==> src/rtl/mem_wb_stage.sv <==
// MEM/WB pipeline register with load extraction and writeback-data selection.
// Also tracks a sticky misaligned-load flag and a retired-instruction counter.
module mem_wb_stage #(
    parameter int DATA_W = 32,
    parameter int REG_AW = 5
) (
    input  logic              clk,
    input  logic              reset,
    input  logic              stall,
    input  logic              flush,
    input  logic              valid_in,
    input  logic [DATA_W-1:0] alu_data_in,
    input  logic [DATA_W-1:0] read_data_in,
    input  logic              mem_to_reg,
    input  logic              reg_write_in,
    input  logic [REG_AW-1:0] write_reg_in,
    input  logic [1:0]        load_size,
    input  logic              load_unsigned,
    output logic              valid_out,
    output logic              reg_write_out,
    output logic [REG_AW-1:0] write_reg_out,
    output logic [DATA_W-1:0] write_data_out,
    output logic              misalign_err,
    output logic [31:0]       retire_count
);

    typedef enum logic [1:0] {
        LS_BYTE = 2'b00,
        LS_HALF = 2'b01,
        LS_WORD = 2'b10,
        LS_RSVD = 2'b11
    } load_size_e;

    logic [1:0]        offset;
    logic [7:0]        byte_sel;
    logic [15:0]       half_sel;
    logic [DATA_W-1:0] load_data;
    logic              misaligned;

    logic              valid_d, valid_q;
    logic              reg_write_d, reg_write_q;
    logic [REG_AW-1:0] write_reg_d, write_reg_q;
    logic [DATA_W-1:0] write_data_d, write_data_q;
    logic              misalign_d, misalign_q;
    logic [31:0]       retire_d, retire_q;

    assign offset = alu_data_in[1:0];

    // Big-endian lanes: offset 0 addresses the most significant byte.
    always_comb begin
        // NOTE: every variable gets a default first so no path can infer a latch.
        byte_sel  = '0;
        half_sel  = '0;
        load_data = '0;
        case (offset)
            2'd0: byte_sel = read_data_in[31:24];
            2'd1: byte_sel = read_data_in[23:16];
            2'd2: byte_sel = read_data_in[15:8];
            2'd3: byte_sel = read_data_in[7:0];
            default: byte_sel = '0;
        endcase
        half_sel = offset[1] ? read_data_in[15:0] : read_data_in[31:16];
        case (load_size_e'(load_size))
            LS_BYTE: load_data = load_unsigned ? {{(DATA_W-8){1'b0}}, byte_sel}
                                               : {{(DATA_W-8){byte_sel[7]}}, byte_sel};
            LS_HALF: load_data = load_unsigned ? {{(DATA_W-16){1'b0}}, half_sel}
                                               : {{(DATA_W-16){half_sel[15]}}, half_sel};
            default: load_data = read_data_in;
        endcase
    end

    assign misaligned = valid_in & mem_to_reg &
                        (((load_size == LS_HALF) & offset[0]) |
                         (load_size[1] & (offset != 2'd0)));

    // Priority: reset > flush > stall > capture.
    always_comb begin
        valid_d      = valid_q;
        reg_write_d  = reg_write_q;
        write_reg_d  = write_reg_q;
        write_data_d = write_data_q;
        misalign_d   = misalign_q;
        retire_d     = retire_q;
        if (flush) begin
            valid_d      = 1'b0;
            reg_write_d  = 1'b0;
            write_reg_d  = '0;
            write_data_d = '0;
        end else if (!stall) begin
            valid_d      = valid_in;
            reg_write_d  = reg_write_in & valid_in & (write_reg_in != '0) & ~misaligned;
            write_reg_d  = write_reg_in;
            write_data_d = mem_to_reg ? load_data : alu_data_in;
            misalign_d   = misalign_q | misaligned;
            retire_d     = retire_q + {31'd0, valid_in};
        end
    end

    always_ff @(posedge clk) begin
        // NOTE: non-blocking assignments so all registers update from pre-edge values.
        if (reset) begin
            valid_q      <= 1'b0;
            reg_write_q  <= 1'b0;
            write_reg_q  <= '0;
            write_data_q <= '0;
            misalign_q   <= 1'b0;
            retire_q     <= '0;
        end else begin
            valid_q      <= valid_d;
            reg_write_q  <= reg_write_d;
            write_reg_q  <= write_reg_d;
            write_data_q <= write_data_d;
            misalign_q   <= misalign_d;
            retire_q     <= retire_d;
        end
    end

    assign valid_out      = valid_q;
    assign reg_write_out  = reg_write_q;
    assign write_reg_out  = write_reg_q;
    assign write_data_out = write_data_q;
    assign misalign_err   = misalign_q;
    assign retire_count   = retire_q;

endmodule

==> config.mk <==
export PLATFORM = sky130hd
export DESIGN_NAME = mem_wb_stage
export DESIGN_NICKNAME = d
export VERILOG_FILES = /design/src/rtl/mem_wb_stage.sv
export SDC_FILE = /design/constraint.sdc
export NUM_CORES = 1
export LEC_CHECK = 0
export ABC_AREA = 1
export CAP_MARGIN = 20
export CELL_PAD_IN_SITES_DETAIL_PLACEMENT = 1
export CELL_PAD_IN_SITES_GLOBAL_PLACEMENT = 2
export CORE_MARGIN = 2
export CORE_UTILIZATION = 25
export DETAILED_ROUTE_END_ITERATION = 12
export GPL_TIMING_DRIVEN = 0
export PLACE_DENSITY = 0.9
export SYNTH_ARGS = -nofsm -noshare
export SYNTH_HDL_FRONTEND = slang
export SYNTH_SLANG_ARGS = --single-unit
==> constraint.sdc <==
create_clock -name clk -period 2.9 [get_ports clk]
set_clock_uncertainty 0.1 [all_clocks]
set_input_delay 0.58 -clock clk [delete_from_list [all_inputs] [get_ports clk]]
set_output_delay 0.58 -clock clk [all_outputs]
set_load 0.02 [all_outputs]
Word-level counts from Yosys, hierarchy flattened
Index checks and enable logic that the tools add are counted.

word-level totals
  register bits after elaboration = 72
  logic and storage cells = 35

operators by class
  $add $sub $neg = 1
  equal/unequal tests = 4
  multiplexer cells = 6
  bitwise gates (word level) = 12
  reductions and logical operators = 6

operators with widths
  cell                                           number
  2-to-1 mux 32 bit                              3
  one-hot mux 32 bit (2 select lines)            1
  adder 32 x 1 -> 32 bit                         1
  one-hot mux 8 bit (4 select lines)             1
  2-to-1 mux 16 bit                              1
  bitwise AND 1 bit                              7
  nonzero test 5 bit                             1
  == test 2 x 1 -> 1 bit, second input constant  2
  == test 2 bit, second input constant           2
  zero test 2 bit                                2
  NOT 1 bit                                      3
  bitwise OR 1 bit                               2
  AND reduction 2 bit                            1
  nonzero test 2 bit                             1
  OR reduction 2 bit                             1

Logic depth before layout (Yosys ltp)
Gate-level depths: netlist of the first run.

  depth in word-level cells = 6
  mapped depth = 10
  mapped depth without buffers = 10

Worst setup path before layout of the first run
No wires, ideal clock.

  path type = in2reg
  from = in valid_in
  to = reg retire_q[18], in the netlist retire_count[18]
  data arrival time = 1.775 ns
  setup slack = 0.909 ns
  cell stages on the path = 9
  path buffers = 0
  cells stage by stage = ha_1 ha_1 nand3_2 nor2_4 nand3_4 nor2_4 nand3_1 o21ai_0 nor2_1

between the ends
  longest elaborated chain between the ends = 1

ends and longest elaborated chain
  item                    line  text
  start: declaration      11    input logic valid_in,
  adder 32 x 1 -> 32 bit  95    retire_d = retire_q + {31'd0, valid_in};
  end signal: assignment  114   retire_q <= retire_d;
  end: declaration        45    logic [31:0] retire_d, retire_q;

No other way between the ends.
A chain may end at the register's enable or synchronous reset.

Worst setup path after layout of the first run
Ends and elaborated chain as after synthesis.

==> results of run 1 <==
## tightest hold or removal path: stages, from the launching register on
cell,delay (ns)
dfxtp_1,0.31
nand2_1,0.06
a21oi_1,0.05
## cells by family (layout without fill, tap and decap cells)
| kind of cell | after synthesis | in the layout | synth area share [%] |
|---|---|---|---|
| AND/OR/NAND/NOR | 374 | 374 | 38.07 |
| AO/OA/AOI/OAI | 173 | 173 | 20.54 |
| buffers and inverters | 87 | 253 | 8.289 |
| flip-flops | 72 | 72 | 32.15 |
| adder cells (fa/ha/maj) | 2 | 2 | 0.5581 |
| XOR/XNOR | 2 | 2 | 0.3908 |
## cells in the final DEF, fill, tap and decap left out, types with 3 or more instances in the layout
master / n
or2_2: 16
nor2_1: 83
inv_1: 50
nand3_4: 3
o21a_1: 3
nand3_2: 15
clkbuf_1: 18
nor2_4: 7
clkdlybuf4s50_1: 150
clkbuf_8: 3
nand3_1: 32
inv_2: 3
dfxtp_1: 72
o21ai_0: 61
nand4_1: 4
buf_6: 3
nor2_2: 3
clkbuf_16: 9
a21oi_1: 94
buf_2: 10
a21oi_2: 10
nand2_1: 206
## report_power, final
group	switching, uW	total, uW	internal (uW)
logic	260	481	221
clock network	476	1190	711
registers	16.2	1030	1010
total	752	2700	1950
## registers in the layout, summed over array words and instances (netlist names)
register        cells
write_reg_out       5
reg_write_out       1
write_data_out     32
retire_count       32
valid_out           1
misalign_err        1
## metrics by stage
| stage | total power, uW | util (%) | hold slack, ns | setup WS [ns] | instance area, um2 |
|---|---|---|---|---|---|
| finish | 2699 | 37.74 | 0.3641 | 0.3892 | 6574 |
| floorplan | 1283 | - | 0.4412 | 0.9088 | 4483 |
| CTS | 2739 | 37.74 | 0.3685 | 0.3569 | 6574 |
| global placement | 1531 | 35.98 | 0.3534 | 0.007944 | 6266 |
| global route | 2816 | 37.74 | 0.3907 | 0.1661 | 6574 |
| detailed placement | 1535 | 35.98 | 0.3528 | 0.001197 | 6266 |
## layer usage
metal  GRT usage, %  wire [um]
met4          6.066        302
met2          29.10       7946
met5              0          0
met3          3.801        968
met1          26.49       8656
## cell type report
cell class	instances	share of cell area (%)
Buffer	34	2.627
Sequential cell	72	21.93
Multi-Input combinational cell	551	40.62
Tap cell	225	4.282
Inverter	53	3.026
Clock buffer	11	3.845
Clock inverter	5	0.8375
Timing Repair Buffer	150	22.84
## how the worst max path moves through the flow
stage	startpoint	end	slack, ns	cells after the start
after floorplan	valid_in	retire_count[18]$_SDFFE_PP0P_	0.91	9
after global placement	valid_in	retire_count[18]$_SDFFE_PP0P_	0.008	10
after detailed placement	valid_in	retire_count[18]$_SDFFE_PP0P_	0.001	10
after CTS	valid_in	retire_count[18]$_SDFFE_PP0P_	0.36	10
after global routing	valid_in	retire_count[10]$_SDFFE_PP0P_	0.17	10
final	valid_in	retire_count[18]$_SDFFE_PP0P_	0.39	10
==> summary.md, run 1 <==
| Metric | Value |
|---|---|
| Mapped Area | `4483 um2` |
| Commonest cells post-synth | `206 x nand2_1, 94 x a21oi_1, 83 x nor2_1, 72 x dfxtp_1, 61 x o21ai_0` |
| Sink Count | `72` |
| Cell Pwr Density | `between 400 and 500 nW/um2` |
| Area of the multi-input gates | `2670 um2` |
| Yosys cell types | `31` |
| Initial antenna violation count | `0` |
| Worst-path cell with the longest stage delay | `clkdlybuf4s50_1` |
| Fmax | `0.3983 GHz` |
| Routed Antenna Nets | `0` |
| Reg2reg start | `retire_count[0]$_SDFFE_PP0P_` |
| CP top delay family | `simple AND/OR/NAND/NOR gates` |
| FF/Latch Area | `between 1000 and 1500 um2` |
| Crit share post-route | `a little under 90%` |
| Share of cells above drive strength 1 | `approximately 10%` |
| DRT Pass-1 Iters | `4` |
| Drt total wl | `between 15,000 and 20,000 um` |
| Worst r2r path cells | `9` |
| Clock buffer depth | `2` |
| Critical Path Source Type | `input port` |
| Slew headroom | `between 40 and 50%` |
| Yosys warns | `0` |
| Vias per cell | `about 4.7` |
| RD Place Congestion | `0.8711` |
| Status | `finished, final reports clean` |
| Rows | `between 40 and 50` |
| Clock latency on the worst-skew pair | `approximately 0.34 ns` |
| Post-cts hold buffer count | `0` |
| Ranking of synthesized cells by area | `dfxtp_1 32%, nand2_1 17%, a21oi_1 10%` |
| Pin count of the biggest net entering global routing | `13` |
| Post-Synthesis Cells | `710` |
| Placed cells | `around 1,100` |
| First-pass GRT wire length | `between 20,000 and 30,000 um` |
| EDFF count, synth | `0` |
| Crit Path Class | `in -> reg` |
| WL per Instance | `16.23 um` |
| Total track usage | `between 10% and 20%` |
| WP data required | `3.03 ns` |
| Max-cap violations | `0` |
| Hold Path Stages | `2` |
| CORE AREA | `between 15,000 and 20,000 um2` |
| Residual DRC count | `0` |
| Synthesized area per cell | `6.314 um2` |
| Post-route insts no fill | `~1,100` |
| Vias in the first global route | `between 4,000 and 5,000` |
| Bufs and invs on worst path | `1` |
| Yosys top cell by area | `dfxtp_1` |
| IO Count | `approximately 150` |
| CTS tree | `done` |
| IO buf count | `150` |
| CTS Root Buffer Type | `clkbuf_16` |
| Ys async rst share | `0%` |
| Sum Neg Setup Slack | `0 ns` |
| Syn_nets | `791` |
| Area delta synth->final | `46.64%` |
| Full die area | `around 19,000 um2` |
| Worst Hold Path EP | `valid_out$_SDFFE_PP0N_` |
| Layout Nets | `952` |
| Final setup violation count | `0` |
| Hold Path Class | `reg -> reg` |
| TritonCTS Buffers | `9` |
| Die outline height | `~140 um` |
| Top cell type's share of synthesized area | `between 30% and 40%` |
| Worst setup EP type | `flip-flop` |
| Most frequent cell after synthesis | `nand2_1` |
| Setup Buffers After CTS | `0` |
| Antenna Cells | `0` |
| Hold Fails Final Rpt | `0` |
| Register bit count reported by yosys | `between 70 and 80` |
| Cts repair resizes | `0` |
| Min Clock Period, post-route | `2.511 ns` |
| Crit Path Max Fanout | `5` |
| Peak VDD IR | `between 200 and 300 uV` |
| HPWL after DPL | `about 14,000 um` |
| Crit path DAT | `2.64 ns` |
| Slew at the pin with the worst max-slew slack | `0.7818 ns` |
| Hold path startpoint | `valid_out$_SDFFE_PP0N_` |
| Worst R2R Setup Slack | `approximately 0.88 ns` |
| Reg clk slew, reported paths | `0.06 ns` |
| Violation count after the first detailed-routing iteration | `approximately 220` |
| Max Transition Viols Final | `0` |
| Initial Util | `between 20% and 30%` |
| LEAKAGE | `0.002439 uW` |
| FILL cells | `~2,300` |
| CP max stage delay | `roughly 0.58 ns` |
| DR vias | `between 5,000 and 6,000` |
| H-Tree Level Count | `3` |
| Die Span X | `between 100 and 150 um` |
| Sequential-to-total area share from yosys stat | `32.15%` |
| Cell Chain, Critical Path | `clkdlybuf4s50_1 > ha_1 > ha_1 > nand3_2 > nor2_4 > nand3_4 > nor2_4 > nand3_1 > o21ai_0 > nor2_1` |
| Ys flop type | `dfxtp_1` |
| Total grt overflow | `0` |
| R2r endpoint | `retire_count[18]$_SDFFE_PP0P_` |
| Unrepaired setup endpoints after global routing | `no` |
(Power assumes the default switching activity.)
==> run 2: changes to the inputs <==
- CORE_MARGIN: 2 -> 8
==> run 2 against run 1 <==
Effect of this change: sequential power barely moved; critical path type unchanged; via count fell by 1.4%; global-route usage fell by 1.9 points; worst setup slack improved by 0.069 ns; critical path depth did not move.
==> summary.md, run 2 (synthesized netlist as in run 1, its figures left out) <==
| Metric | Value |
|---|---|
| Drt total wl | `between 15,000 and 20,000 um` |
| Crit path DAT | `2.58 ns` |
| TritonCTS Buffers | `9` |
| Antenna Cells | `0` |
| R2r endpoint | `retire_count[18]$_SDFFE_PP0P_` |
| Reg clk slew, reported paths | `0.06 ns` |
| Rows | `49` |
| Die Span X | `between 100 and 150 um` |
| H-Tree Level Count | `3` |
| Vias in the first global route | `about 5,400` |
| Initial Util | `approximately a quarter` |
| Hold Path Stages | `2` |
| CTS tree | `done` |
| Vias per cell | `approximately 4.6` |
| Worst r2r path cells | `9` |
| Clock latency on the worst-skew pair | `about 0.35 ns` |
| Most frequent cells in the layout | `206 x nand2_1, 150 x clkdlybuf4s50_1, 94 x a21oi_1` |
| DRT Pass-1 Iters | `4` |
| Clock buffer depth | `2` |
| Unrepaired setup endpoints after global routing | `no` |
| Worst setup EP type | `flip-flop` |
| Hold Path Class | `reg -> reg` |
| Hold Fails Final Rpt | `0` |
| Slew at the pin with the worst max-slew slack | `between 0.7 and 0.8 ns` |
| CORE AREA | `between 15,000 and 20,000 um2` |
| Cell Pwr Density | `about 430 nW/um2` |
| Final core utilization | `37.16%` |
| Sum Neg Setup Slack | `0 ns` |
| Layout Nets | `roughly 950` |
| Violation count after the first detailed-routing iteration | `180` |
| Post-cts hold buffer count | `0` |
| Final setup violation count | `0` |
| Setup Buffers After CTS | `0` |
| IO buf count | `150` |
| Peak VDD IR | `279.7 uV` |
| Hold path startpoint | `reg_write_out$_SDFFE_PP0N_` |
| CTS Root Buffer Type | `clkbuf_16` |
| IO Count | `151` |
| Min Clock Period, post-route | `about 2.4 ns` |
| Initial antenna violation count | `3` |
| RD Place Congestion | `slightly above 0.8` |
| Sink Count | `72` |
| Share of cells above drive strength 1 | `about a tenth` |
| Crit share post-route | `roughly 84%` |
| WP data required | `about 3 ns` |
| Clock power frac | `between 40% and 50%` |
| Die outline height | `149.9 um` |
| Logic gate share of total power | `17.0%` |
| Fmax | `0.4096 GHz` |
| Total grt overflow | `0` |
| Max-cap violations | `0` |
| Switching Share | `26.76%` |
| DR vias | `between 5,000 and 6,000` |
| Full die area | `~22,000 um2` |
| LEAKAGE | `0.002454 uW` |
| Int Power | `slightly above 2000 uW` |
| First-pass GRT wire length | `between 20,000 and 30,000 um` |
| Worst Hold Path EP | `reg_write_out$_SDFFE_PP0N_` |
| Reg2reg start | `retire_count[0]$_SDFFE_PP0P_` |
| Slew headroom | `46.76%` |
| Commonest non-fill, non-tap cell in the layout | `nand2_1` |
| Total track usage | `16.99%` |
| Cts repair resizes | `0` |
| Status | `finished, final reports clean` |
| Worst R2R Setup Slack | `0.90 ns` |
| Area delta synth->final | `47.39%` |
| WL per Instance | `roughly 17 um` |
| Sequential power share | `36.3%` |
| Critical Path Source Type | `input port` |
| HPWL after DPL | `15,210 um` |
| Pin count of the biggest net entering global routing | `13` |
| Routed Antenna Nets | `0` |
| Crit Path Class | `in -> reg` |
| Crit Path Max Fanout | `5` |
| Psw | `758.1 uW` |
| Max Transition Viols Final | `0` |
| Residual DRC count | `0` |
[run 2: cell types whose count changed in the layout (fill, tap and decap cells not counted)]
cell	before	now
clkbuf_1	18	19
bufinv_16	1	3
clkinvlp_4	2	1
clkbuf_8	3	1
[run 2: final cells by class]
cell class | count | area (um2)
timing repair buffer | 150 | 1501
clock inverter | 6 | 107.6
clock buffer | 10 | 229.0
buffer | 34 | 172.7
inverter | 53 | 198.9
multi-input combinational | 551 | 2670
sequential | 72 | 1441
fill | 2269 | 11170
tap | 229 | 286.5
[run 2: per-layer routing]
metal | GRT usage, % | routed length, um
met5 | 0 | 30
met2 | 28.65 | 8852
met1 | 19.54 | 7980
met3 | 6.078 | 1476
met4 | 5.797 | 338
[run 2: critical path: stages]
cell and delay [ns]:
clkdlybuf4s50_1 0.53, ha_1 0.27, ha_1 0.27, nand3_2 0.15, nor2_4 0.17, nand3_4 0.11, nor2_4 0.17, nand3_1 0.11
o21ai_0 0.16, nor2_1 0.05
[run 2: how the worst max path moves through the flow]
stage,to,cells past startpoint,from,slack (ns)
after floorplan,retire_count[18]$_SDFFE_PP0P_,9,valid_in,0.91
after global placement,retire_count[18]$_SDFFE_PP0P_,10,valid_in,0.10
after detailed placement,retire_count[18]$_SDFFE_PP0P_,10,valid_in,0.09
after CTS,retire_count[18]$_SDFFE_PP0P_,10,valid_in,0.47
after global routing,retire_count[18]$_SDFFE_PP0P_,10,valid_in,0.31
final,retire_count[18]$_SDFFE_PP0P_,10,valid_in,0.46
[run 2: power by group through the flow]
stage	clock, uW	sequential [uW]	combinational, uW
floorplan	0	1080	203
global placement	0	1050	480
detailed placement	0	1050	484
CTS	1350	1030	487
global route	1390	1030	529
finish	1320	1030	481
[run 2: stage by stage]
step / total power (uW) / instance area (um2) / hold slack (ns) / instances / setup WS, ns
finish: 2833 / 6608 / 0.3654 / 1105 / 0.4585
global route: 2948 / 6608 / 0.3900 / 1105 / 0.3060
CTS: 2870 / 6608 / 0.3712 / 1105 / 0.4691
detailed placement: 1535 / 6271 / 0.3618 / 1089 / 0.09453
global placement: 1530 / 6271 / 0.3571 / 1089 / 0.1019
floorplan: 1283 / 4483 / 0.4412 / 710 / 0.9088
